===== src/rtl/sync_fifo_ctrl_pkg.sv =====
// Shared constants and helpers for the synchronous FIFO pointer/flag controller.
package sync_fifo_ctrl_pkg;

  localparam int DEFAULT_FIFO_DEPTH = 16;
  localparam int DEFAULT_DATA_WIDTH = 8;
  localparam int DEFAULT_AE_LEVEL   = 2;

  // What the occupancy register does on a given edge.
  typedef enum logic [1:0] {
    CNT_HOLD = 2'b00,
    CNT_INC  = 2'b01,
    CNT_DEC  = 2'b10
  } cnt_op_e;

  // An accepted push and an accepted pop on the same edge cancel out.
  function automatic cnt_op_e cnt_op_f(input logic wr_ok, input logic rd_ok);
    cnt_op_e op;
    op = CNT_HOLD;
    if (wr_ok && !rd_ok) begin
      op = CNT_INC;
    end else if (rd_ok && !wr_ok) begin
      op = CNT_DEC;
    end
    return op;
  endfunction

endpackage


===== src/rtl/sync_fifo_ctrl_if.sv =====
// Request/flag bundle between the FIFO wrapper (master) and the controller (slave).
interface sync_fifo_ctrl_if
  import sync_fifo_ctrl_pkg::*;
#(
  parameter int ADDR_WIDTH = $clog2(DEFAULT_FIFO_DEPTH)
) ();

  logic                  wr_req;
  logic                  rd_req;
  logic                  err_clr;
  logic                  mem_wr_en;
  logic [ADDR_WIDTH-1:0] mem_wr_addr;
  logic [ADDR_WIDTH-1:0] mem_rd_addr;
  logic                  full;
  logic                  empty;
  logic                  almost_full;
  logic                  almost_empty;
  logic [ADDR_WIDTH:0]   data_count;
  logic                  overflow;
  logic                  underflow;

  modport master (
    output wr_req, rd_req, err_clr,
    input  mem_wr_en, mem_wr_addr, mem_rd_addr, full, empty,
           almost_full, almost_empty, data_count, overflow, underflow
  );

  modport slave (
    input  wr_req, rd_req, err_clr,
    output mem_wr_en, mem_wr_addr, mem_rd_addr, full, empty,
           almost_full, almost_empty, data_count, overflow, underflow
  );

endinterface


===== src/rtl/sync_fifo_ptr.sv =====
// Wrapping FIFO pointer with a phase bit that toggles each time it wraps,
// so equal pointers can be told apart as empty (same phase) or full.
module sync_fifo_ptr
  import sync_fifo_ctrl_pkg::*;
#(
  parameter int FIFO_DEPTH = DEFAULT_FIFO_DEPTH,
  parameter int ADDR_WIDTH = $clog2(FIFO_DEPTH)
) (
  input  logic                  clk,
  input  logic                  reset_n,
  input  logic                  inc,
  output logic [ADDR_WIDTH-1:0] ptr,
  output logic                  phase
);

  localparam logic [ADDR_WIDTH-1:0] LAST = ADDR_WIDTH'(FIFO_DEPTH - 1);

  logic [ADDR_WIDTH-1:0] ptr_q, ptr_d;
  logic                  phase_q, phase_d;

  // Advance by one, wrapping at FIFO_DEPTH-1 so non-power-of-two depths never reach unused addresses.
  always_comb begin
    ptr_d   = ptr_q;
    phase_d = phase_q;
    if (inc) begin
      if (ptr_q == LAST) begin
        ptr_d   = '0;
        phase_d = ~phase_q;
      end else begin
        ptr_d = ptr_q + ADDR_WIDTH'(1);
      end
    end
  end

  // Pointer and phase state, cleared asynchronously.
  always_ff @(posedge clk or negedge reset_n) begin
    if (!reset_n) begin
      ptr_q   <= '0;
      phase_q <= 1'b0;
    end else begin
      ptr_q   <= ptr_d;
      phase_q <= phase_d;
    end
  end

  assign ptr   = ptr_q;
  assign phase = phase_q;

endmodule


===== src/rtl/sync_fifo_ctrl.sv =====
// Pointer, occupancy and flag controller for the first-word-fall-through
// synchronous FIFO. Flags come from registers only, so requests never
// reach them combinationally.
module sync_fifo_ctrl
  import sync_fifo_ctrl_pkg::*;
#(
  parameter int FIFO_DEPTH = DEFAULT_FIFO_DEPTH,
  parameter int ADDR_WIDTH = $clog2(FIFO_DEPTH),
  parameter int AF_LEVEL   = FIFO_DEPTH - 2,
  parameter int AE_LEVEL   = DEFAULT_AE_LEVEL
) (
  input logic             clk,
  input logic             reset_n,
  sync_fifo_ctrl_if.slave bus
);

  localparam int               CNT_W   = ADDR_WIDTH + 1;
  localparam logic [CNT_W-1:0] DEPTH_C = CNT_W'(FIFO_DEPTH);
  localparam logic [CNT_W-1:0] AF_C    = CNT_W'(AF_LEVEL);
  localparam logic [CNT_W-1:0] AE_C    = CNT_W'(AE_LEVEL);

  logic                  wr_ok, rd_ok;
  logic [ADDR_WIDTH-1:0] wr_ptr, rd_ptr;
  logic                  wr_phase, rd_phase;
  cnt_op_e               cnt_op;
  logic [CNT_W-1:0]      count_q, count_d;
  logic                  full_q, full_d;
  logic                  empty_q, empty_d;
  logic                  afull_q, afull_d;
  logic                  aempty_q, aempty_d;
  logic                  ovf_q, ovf_d;
  logic                  udf_q, udf_d;
  logic [CNT_W-1:0]      ptr_count;

  assign wr_ok = bus.wr_req & ~full_q;
  assign rd_ok = bus.rd_req & ~empty_q;

  sync_fifo_ptr #(.FIFO_DEPTH(FIFO_DEPTH), .ADDR_WIDTH(ADDR_WIDTH)) u_wr_ptr (
    .clk     (clk),
    .reset_n (reset_n),
    .inc     (wr_ok),
    .ptr     (wr_ptr),
    .phase   (wr_phase)
  );

  sync_fifo_ptr #(.FIFO_DEPTH(FIFO_DEPTH), .ADDR_WIDTH(ADDR_WIDTH)) u_rd_ptr (
    .clk     (clk),
    .reset_n (reset_n),
    .inc     (rd_ok),
    .ptr     (rd_ptr),
    .phase   (rd_phase)
  );

  // Next occupancy and the flags derived from it; errors are sticky and a new error beats err_clr.
  always_comb begin
    cnt_op  = cnt_op_f(wr_ok, rd_ok);
    count_d = count_q;
    unique case (cnt_op)
      CNT_INC: count_d = count_q + CNT_W'(1);
      CNT_DEC: count_d = count_q - CNT_W'(1);
      default: count_d = count_q;
    endcase
    full_d   = (count_d == DEPTH_C);
    empty_d  = (count_d == '0);
    afull_d  = (count_d >= AF_C);
    aempty_d = (count_d <= AE_C);
    ovf_d    = (bus.wr_req & full_q)  | (ovf_q & ~bus.err_clr);
    udf_d    = (bus.rd_req & empty_q) | (udf_q & ~bus.err_clr);
  end

  // Occupancy, flag and error registers, cleared asynchronously.
  always_ff @(posedge clk or negedge reset_n) begin
    if (!reset_n) begin
      count_q  <= '0;
      full_q   <= 1'b0;
      empty_q  <= 1'b1;
      afull_q  <= (AF_LEVEL <= 0);
      aempty_q <= 1'b1;
      ovf_q    <= 1'b0;
      udf_q    <= 1'b0;
    end else begin
      count_q  <= count_d;
      full_q   <= full_d;
      empty_q  <= empty_d;
      afull_q  <= afull_d;
      aempty_q <= aempty_d;
      ovf_q    <= ovf_d;
      udf_q    <= udf_d;
    end
  end

  // Occupancy implied by the {phase,ptr} pair, used only to cross-check the count register.
  always_comb begin
    ptr_count = '0;
    if (wr_phase == rd_phase) begin
      ptr_count = CNT_W'(wr_ptr) - CNT_W'(rd_ptr);
    end else begin
      ptr_count = DEPTH_C - CNT_W'(rd_ptr) + CNT_W'(wr_ptr);
    end
  end

  a_count_matches_ptrs: assert property (@(posedge clk) disable iff (!reset_n) count_q == ptr_count);

  assign bus.mem_wr_en    = wr_ok;
  assign bus.mem_wr_addr  = wr_ptr;
  assign bus.mem_rd_addr  = rd_ptr;
  assign bus.full         = full_q;
  assign bus.empty        = empty_q;
  assign bus.almost_full  = afull_q;
  assign bus.almost_empty = aempty_q;
  assign bus.data_count   = count_q;
  assign bus.overflow     = ovf_q;
  assign bus.underflow    = udf_q;

endmodule

===== src/flat_wrapper.sv =====
// flat-port wrapper written by rule: the top's interface ports become plain ports
module sync_fifo_ctrl_flat import sync_fifo_ctrl_pkg::*;
#(
  parameter int FIFO_DEPTH = DEFAULT_FIFO_DEPTH,
  parameter int ADDR_WIDTH = $clog2(FIFO_DEPTH),
  parameter int AF_LEVEL   = FIFO_DEPTH - 2,
  parameter int AE_LEVEL   = DEFAULT_AE_LEVEL
)
  (clk, reset_n, bus_wr_req, bus_rd_req, bus_err_clr, bus_mem_wr_en, bus_mem_wr_addr, bus_mem_rd_addr, bus_full, bus_empty, bus_almost_full, bus_almost_empty, bus_data_count, bus_overflow, bus_underflow);
  sync_fifo_ctrl_if #(.ADDR_WIDTH(ADDR_WIDTH)) bus_i ();
  input logic clk;
  input logic reset_n;
  input wire logic [$bits(bus_i.wr_req)-1:0] bus_wr_req;
  input wire logic [$bits(bus_i.rd_req)-1:0] bus_rd_req;
  input wire logic [$bits(bus_i.err_clr)-1:0] bus_err_clr;
  output wire logic [$bits(bus_i.mem_wr_en)-1:0] bus_mem_wr_en;
  output wire logic [$bits(bus_i.mem_wr_addr)-1:0] bus_mem_wr_addr;
  output wire logic [$bits(bus_i.mem_rd_addr)-1:0] bus_mem_rd_addr;
  output wire logic [$bits(bus_i.full)-1:0] bus_full;
  output wire logic [$bits(bus_i.empty)-1:0] bus_empty;
  output wire logic [$bits(bus_i.almost_full)-1:0] bus_almost_full;
  output wire logic [$bits(bus_i.almost_empty)-1:0] bus_almost_empty;
  output wire logic [$bits(bus_i.data_count)-1:0] bus_data_count;
  output wire logic [$bits(bus_i.overflow)-1:0] bus_overflow;
  output wire logic [$bits(bus_i.underflow)-1:0] bus_underflow;
  assign bus_i.wr_req = bus_wr_req;
  assign bus_i.rd_req = bus_rd_req;
  assign bus_i.err_clr = bus_err_clr;
  assign bus_mem_wr_en = bus_i.mem_wr_en;
  assign bus_mem_wr_addr = bus_i.mem_wr_addr;
  assign bus_mem_rd_addr = bus_i.mem_rd_addr;
  assign bus_full = bus_i.full;
  assign bus_empty = bus_i.empty;
  assign bus_almost_full = bus_i.almost_full;
  assign bus_almost_empty = bus_i.almost_empty;
  assign bus_data_count = bus_i.data_count;
  assign bus_overflow = bus_i.overflow;
  assign bus_underflow = bus_i.underflow;
  sync_fifo_ctrl #(.FIFO_DEPTH(FIFO_DEPTH), .ADDR_WIDTH(ADDR_WIDTH), .AF_LEVEL(AF_LEVEL), .AE_LEVEL(AE_LEVEL)) u_core (.clk(clk), .reset_n(reset_n), .bus(bus_i));
endmodule

===== config.mk =====
export PLATFORM = sky130hd
export DESIGN_NAME = sync_fifo_ctrl_flat
export DESIGN_NICKNAME = d
export VERILOG_FILES = /design/src/rtl/sync_fifo_ctrl_pkg.sv /design/src/rtl/sync_fifo_ctrl_if.sv /design/src/rtl/sync_fifo_ptr.sv /design/src/rtl/sync_fifo_ctrl.sv /design/src/flat_wrapper.sv
export SDC_FILE = /design/constraint.sdc
export NUM_CORES = 1
export LEC_CHECK = 0
export BUFFER_PORTS_ARGS = -buffer_cell sky130_fd_sc_hd__buf_2
export CAP_MARGIN = 10
export CORE_MARGIN = 8
export CORE_UTILIZATION = 47
export CTS_CLUSTER_SIZE = 10
export DETAILED_ROUTE_END_ITERATION = 6
export HOLD_SLACK_MARGIN = 0.08
export PLACE_DENSITY = 0.83
export SKIP_CTS_REPAIR_TIMING = 1
export SYNTH_ARGS = -nofsm -noshare
export SYNTH_HDL_FRONTEND = slang
export SYNTH_SLANG_ARGS = --single-unit

===== constraint.sdc =====
create_clock -name clk -period 2.4 [get_ports clk]
set_clock_uncertainty 0.05 [all_clocks]
set_input_delay 0.36 -clock clk [delete_from_list [all_inputs] [get_ports clk]]
set_output_delay 0.36 -clock clk [all_outputs]
set_load 0.02 [all_outputs]

# After elaboration in Yosys (flattened, before gate mapping)
# Cells that the tools add are included.
[totals]
reg_bits = 19
latch_bits = 0
ram_bits = 0
romBits = 0
input_bits = 5
word_cells = 41
mem_count = 0
[classes]
add_sub_neg = 4
n_mul = 0
n_div = 0
order_cmp = 2
n_eq_ne = 5
shifts = 0
muxes = 5
bitwise = 11
n_reduce_logical = 5
[op_table]
columns = ["operator", "count"]
rows = [
  ["$pmux W5 S2", 1],
  ["$add A4 B1 Y4 const B", 2],
  ["$eq A4 B4 Y1 const B", 2],
  ["$mux W4", 2],
  ["$and A1 B1 Y1", 6],
  ["$add A5 B1 Y5 const B", 1],
  ["$eq A5 B5 Y1 const B", 1],
  ["$ge A5 B4 Y1 const B", 1],
  ["$le A5 B2 Y1 const B", 1],
  ["$logic_not A5 Y1", 1],
  ["$sub A5 B1 Y5 const B", 1],
  ["$mux W2", 2],
  ["$not A1 Y1", 3],
  ["$eq A2 B1 Y1 const B", 1],
  ["$eq A2 B2 Y1 const B", 1],
  ["$logic_and A1 B1 Y1", 2],
  ["$logic_not A1 Y1", 2],
  ["$or A1 B1 Y1", 2],
]

# Logic depth before layout (Yosys ltp)
[logic_depth]
ltp_word = 9
ltp_mapped = 12

# Cells and area by module
# Synthesis repeated with hierarchy kept, for this count alone.
[unflattened]
cells_unflattened = 91
hier_area_um2 = 1098.6
[modules_own_cells]
columns = ["module", "instances", "cells_per_inst", "area_per_inst_um2", "seq_area_each_um2"]
rows = [
  ["sync_fifo_ctrl", 1, 55, 648.1, 277.8],
  ["sync_fifo_ptr", 2, 18, 225.2, 125.1],
]

# Worst setup path before layout
# Ideal clock, no wire load.
[synth_timing]
path_kind = "register to register"
from = "register u_core.empty_q (netlist: u_core.bus.empty)"
to = "register u_core.empty_q (netlist: u_core.bus.empty)"
setup_ns = 0.082
arrival_time_ns = 2.375
path_slack_ns = -0.106
stages_incl_launch_ff = 13
n_path_buf = 2
synth_period_minus_slack_ns = 2.506
path_cell_list = "dfstp_2 > nor2b_1 > clkbuf_1 > ha_1 > buf_6 > xor2_1 > ha_1 > a21o_1 > a21oi_2 > nor4_4 > xnor2_1 > inv_1 > nor3_1"
[synth_via]
elab_chain_len = 8
word_cells_on_any_way = 11
cone_classes = "2 x eq/ne; 3 x mux; 2 x bitwise; 4 x reduce/logical"
[synth_rtl]
columns = ["item", "line_no", "text"]
rows = [
  ["start, declared", "sync_fifo_ctrl.sv:28", "logic empty_q, empty_d;"],
  ["start signal, assigned", "sync_fifo_ctrl.sv:84", "empty_q <= empty_d;"],
  ["$not A1 Y1 (*)", "sync_fifo_ctrl.sv:36", "assign rd_ok = bus.rd_req & ~empty_q;"],
  ["$and A1 B1 Y1 (*)", "sync_fifo_ctrl.sv:36", ""],
  ["$logic_and A1 B1 Y1 or $logic_not A1 Y1 (tied branches)", "sync_fifo_ctrl_pkg.sv:21, sync_fifo_ctrl_pkg.sv:19", ""],
  ["$mux W2 or $logic_and A1 B1 Y1 (tied branches)", "sync_fifo_ctrl_pkg.sv:21, sync_fifo_ctrl_pkg.sv:19", ""],
  ["$mux W2 (*)", "sync_fifo_ctrl_pkg.sv:19", "if (wr_ok && !rd_ok) begin"],
  ["$eq A2 B2 Y1 or $eq A2 B1 Y1 (tied branches)", "sync_fifo_ctrl.sv:58", "unique case (cnt_op)"],
  ["$pmux W5 S2 (*)", "sync_fifo_ctrl.sv:58", ""],
  ["named net u_core.count_d[4]", "sync_fifo_ctrl.sv:26", "logic [CNT_W-1:0] count_q, count_d;"],
  ["$logic_not A5 Y1 (*)", "sync_fifo_ctrl.sv:64", "empty_d = (count_d == '0);"],
  ["named net u_core.empty_d", "sync_fifo_ctrl.sv:28", ""],
]
# Mark *: on every way through the listed nets, which the timed path passes. The rest lies on a longest branch.
# A chain may end at the register's enable or synchronous reset.

# Worst setup path in the final report
[layout_timing]
from = "register u_core.empty_q (netlist: u_core.bus.empty)"
to = "register u_core.full_q (netlist: u_core.bus.full)"
[layout_via]
elab_chain_len = 8
word_cells_on_any_way = 11
cone_classes = "3 x eq/ne; 3 x mux; 2 x bitwise; 3 x reduce/logical"
[layout_rtl]
columns = ["item", "line_no", "text"]
rows = [
  ["$not A1 Y1 (*)", "sync_fifo_ctrl.sv:36", ""],
  ["$and A1 B1 Y1 (*)", "sync_fifo_ctrl.sv:36", ""],
  ["$logic_and A1 B1 Y1 or $logic_not A1 Y1 (tied branches)", "sync_fifo_ctrl_pkg.sv:21, sync_fifo_ctrl_pkg.sv:19", ""],
  ["$mux W2 or $logic_and A1 B1 Y1 (tied branches)", "sync_fifo_ctrl_pkg.sv:21, sync_fifo_ctrl_pkg.sv:19", ""],
  ["$mux W2 (*)", "sync_fifo_ctrl_pkg.sv:19", ""],
  ["$eq A2 B2 Y1 or $eq A2 B1 Y1 (tied branches)", "sync_fifo_ctrl.sv:58", ""],
  ["$pmux W5 S2 (*)", "sync_fifo_ctrl.sv:58", ""],
  ["$eq A5 B5 Y1 (*)", "sync_fifo_ctrl.sv:63", "full_d = (count_d == DEPTH_C);"],
  ["named net u_core.full_d", "sync_fifo_ctrl.sv:27", "logic full_q, full_d;"],
  ["end signal, assigned", "sync_fifo_ctrl.sv:83", "full_q <= full_d;"],
  ["end, declared", "sync_fifo_ctrl.sv:27", ""],
]
# Marks and branches as above.

==> impl_metrics.py <==
metrics = {
    "outcome": {
        "status": "finished clean",
    },
    "setup_path": {
        "critPathArrivalTime_ns": 2.46,
        "critPathLaunchType": "flip-flop",
        "cp_data_required_time_ns": 2.57,
        "end_kind": "flip-flop",
        "r2r_slack_ns": 0.11,
        "critPathSlowestCell": "dfstp_2",
        "crit_chain": "nor2b_2, ha_2, xor2_1, ha_2, a21o_1, a21oi_2, nor4_4, xnor2_2, buf_4, nor3_1",
        "cp_slowest_stage_delay_ns": 0.56,
        "crit_fanout": 4,
        "critPathKind": "flip-flop to flip-flop",
        "path_common_cell": "ha_2",
    },
    "pwr": {
        "peakVddDrop_mv": 0.6760,
        "leakagePower_nw": 0.6061,
        "p_per_area_nw_per_um2": 1511,
    },
    "yosys": {
        "ys_seq_area_share_pct": 44.84,
        "synth_cell_type_count": 33,
        "syn-instance-count": 100,
        "syn_area_sq_um": 1066,
        "avgSynthCellArea_sq_um": 10.66,
        "synth_top_family_by_area": "simple AND/OR/NAND/NOR gates",
        "yosys.area_share.simple_pct": 17.37,
        "synthXorXnorAreaFrac_pct": 6.573,
        "yosysWarningCount": 0,
        "syn_nets": 110,
        "synth_compound_area_share_pct": 15.61,
        "ys_seq_elements": 19,
        "synthMuxAreaShare_pct": 2.113,
        "synth_fa_ha_area_share_pct": 5.869,
    },
    "floorplanning": {
        "die_x_microns": 63.63,
        "die_height_microns": 63.63,
        "ios": 25,
        "die_area_sq_um": 4048,
        "core_region_area_sq_um": 2170,
        "std_cell_rows": 17,
        "initial_utilization_pct": 49.13,
    },
    "placement": {
        "post-dp-hpwl_mm": 1.747,
        "post-place-cells": 150,
        "routabilityCongestion": 0.8536,
        "port_buffers": 24,
        "post-place-ws_ns": 0.06997,
    },
    "detailed_routing": {
        "via_count": 876,
        "drt_iter0_drc": 20,
        "firstDrtPassIters": 4,
        "ant_nets": 0,
        "postRouteWirelength_mm": 2.381,
        "routedWlPerCell_microns": 15.07,
        "via_per_inst": 5.544,
        "route.detailed.drc": 0,
    },
    "sta": {
        "max_slew.worst_pin.slew_ns": 0.4127,
        "period_minus_slack_ns": 2.290,
        "period_share_pct": 95.41,
        "clock.fmax_mhz": 436.7,
        "timing.final.max_slew_violations": 0,
        "slew_headroom_pct": 72.48,
        "setup_slack_ns": 0.1102,
        "final_hold_viol_count": 0,
        "finalSetupViolCount": 0,
    },
    "grt": {
        "grt_pass1_vias": 844,
        "track_usage_pct": 11.72,
        "grt_pass1_wl_mm": 3.912,
        "antenna_found_initial": 0,
        "grt_max_degree": 20,
        "grt_overflow": 0,
    },
    "layout": {
        "final_nets": 141,
        "drive_gt1_share_pct": 40.00,
        "layout_common_cells": "24 x buf_2, 17 x dfrtp_1, 13 x nand2_1",
        "syn_to_final_growth_pct": 20.54,
        "antenna_cells": 0,
        "final_common_cell": "buf_2",
        "final_cells": 158,
    },
    "clock_network": {
        "numCtsBuffers": 3,
        "clkSlewWorstSetupHoldPaths_ns": 0.11,
        "insertion_delay_ns": 0.30,
        "cts.sinks": 19,
        "cts_root_buf": "clkbuf_4",
        "clockBufferDepth": 2,
        "cts_tree": "built",
        "htree_levels": 1,
    },
    "run": {
        "maxCapViolCount": 0,
    },
    "worst_hold_path": {
        "hold_class": "input pin to flip-flop",
    },
}
[cells in the mapped netlist]
master | instances | area, sq um
nor2_1 | 1 | 3.750
a21o_1 | 2 | 15.01
nand2_1 | 13 | 48.80
a311oi_1 | 1 | 8.760
dfstp_2 | 2 | 52.55
nor2b_1 | 1 | 6.260
nand4b_1 | 1 | 8.760
a21oi_2 | 1 | 8.760
nor4_4 | 1 | 21.27
clkbuf_1 | 1 | 3.750
mux2_2 | 2 | 22.52
o31ai_2 | 1 | 12.51
dfrtp_1 | 17 | 425.4
o21bai_1 | 1 | 7.510
xnor2_1 | 5 | 43.79
nor4_1 | 1 | 6.260
ha_1 | 5 | 62.56
xor2_1 | 3 | 26.28
o311a_4 | 1 | 21.27
nand3_1 | 2 | 10.01
nand2b_1 | 3 | 18.77
nor3_1 | 4 | 20.02
o2111a_1 | 1 | 11.26
a31oi_4 | 1 | 21.27
nand4_1 | 2 | 12.51
buf_6 | 3 | 33.78
o21ai_0 | 8 | 40.04
and4_1 | 1 | 8.760
or3_4 | 1 | 11.26
a21oi_1 | 4 | 20.02
clkbuf_8 | 1 | 13.76
nor4b_1 | 1 | 8.760
inv_1 | 8 | 30.03
[where the power goes]
| group | switching [W] | total (W) | internal [W] |
|---|---|---|---|
| combinational | 0.000639 | 0.00110 | 0.000459 |
| sequential | 0.000208 | 0.000680 | 0.000472 |
| clock | 0.000102 | 0.000164 | 0.0000621 |
| total | 0.000948 | 0.00194 | 0.000994 |
[cells by family after synthesis]
logic type | Yosys count
DFF | 19
buffers and inverters | 13
xor gates and xnor gates | 8
and+or+nand+nor | 32
AOI/OAI and AO/OA | 21
adders and majority gates | 5
muxes | 2
[through the flow]
stage / power, W / utilization [%] / hold WS [ns] / setup TNS, ns / area [sq um]
final: 0.001942 / 59.23 / 0.2149 / 0 / 1285
after global routing: 0.002080 / 59.23 / 0.2269 / -0.01402 / 1285
after CTS: 0.001854 / 56.69 / -0.06089 / 0 / 1230
after detailed placement: 0.001692 / 55.42 / 0.2671 / 0 / 1202
after global placement: 0.001642 / 55.42 / 0.2630 / 0 / 1202
after floorplan: 0.001438 / - / 0.01441 / 0 / 1077
[sequential cells by signal (all words and copies together), names as in the netlist]
signal                   count
u_core.bus.overflow          1
u_core.bus.almost_full       1
u_core.bus.full              1
u_core.u_rd_ptr.ptr          4
u_core.bus.empty             1
u_core.u_wr_ptr.ptr          4
u_core.bus.almost_empty      1
u_core.bus.data_count        5
u_core.bus.underflow         1
[per-layer routing]
| layer | global-route usage, % | wire [microns] | up-vias |
|---|---|---|---|
| met3 | 3.180 | 148 | 7 |
| met1 | 12.68 | 967 | 433 |
| li1 | - | - | 409 |
| met2 | 19.90 | 1196 | 27 |
| met5 | 0 | 0 | - |
| met4 | 6.964 | 69 | 0 |
[path summary, 6_finish.rpt]
path | start | to | cells past startpoint
setup / recovery | u_core.bus.empty | u_core.bus.full | 10
setup reg to reg | u_core.bus.empty | u_core.bus.full | 10
hold / removal | bus_err_clr | u_core.bus.overflow | 2
hold reg to reg | u_core.u_rd_ptr.ptr[3] | u_core.u_rd_ptr.ptr[3] | 1
max in group asynchronous | reset_n | u_core.bus.almost_empty | 2
min in group asynchronous | reset_n | u_core.u_wr_ptr.ptr[0] | 2
[area by class of cell]
type	count	area, sq um
fill	192	884.6
multi-input combinational	68	539.3
sequential	19	478.0
timing repair buffer	31	175.2
tap	28	35.03
inverter	8	30.03
clock buffer	3	22.52
clock inverter	1	5.005
[worst max-delay path, delay by kind of cell (launching register included)]
family	cells	cell delay [ns]
AND/OR/NAND/NOR	3	0.56
buffers and inverters	1	0.15
AO/OA/AOI/OAI	2	0.21
flip-flops	1	0.56
XOR/XNOR	2	0.29
adder cells (fa/ha/maj)	2	0.40
Note: power is estimated with default switching activity, not from simulation.
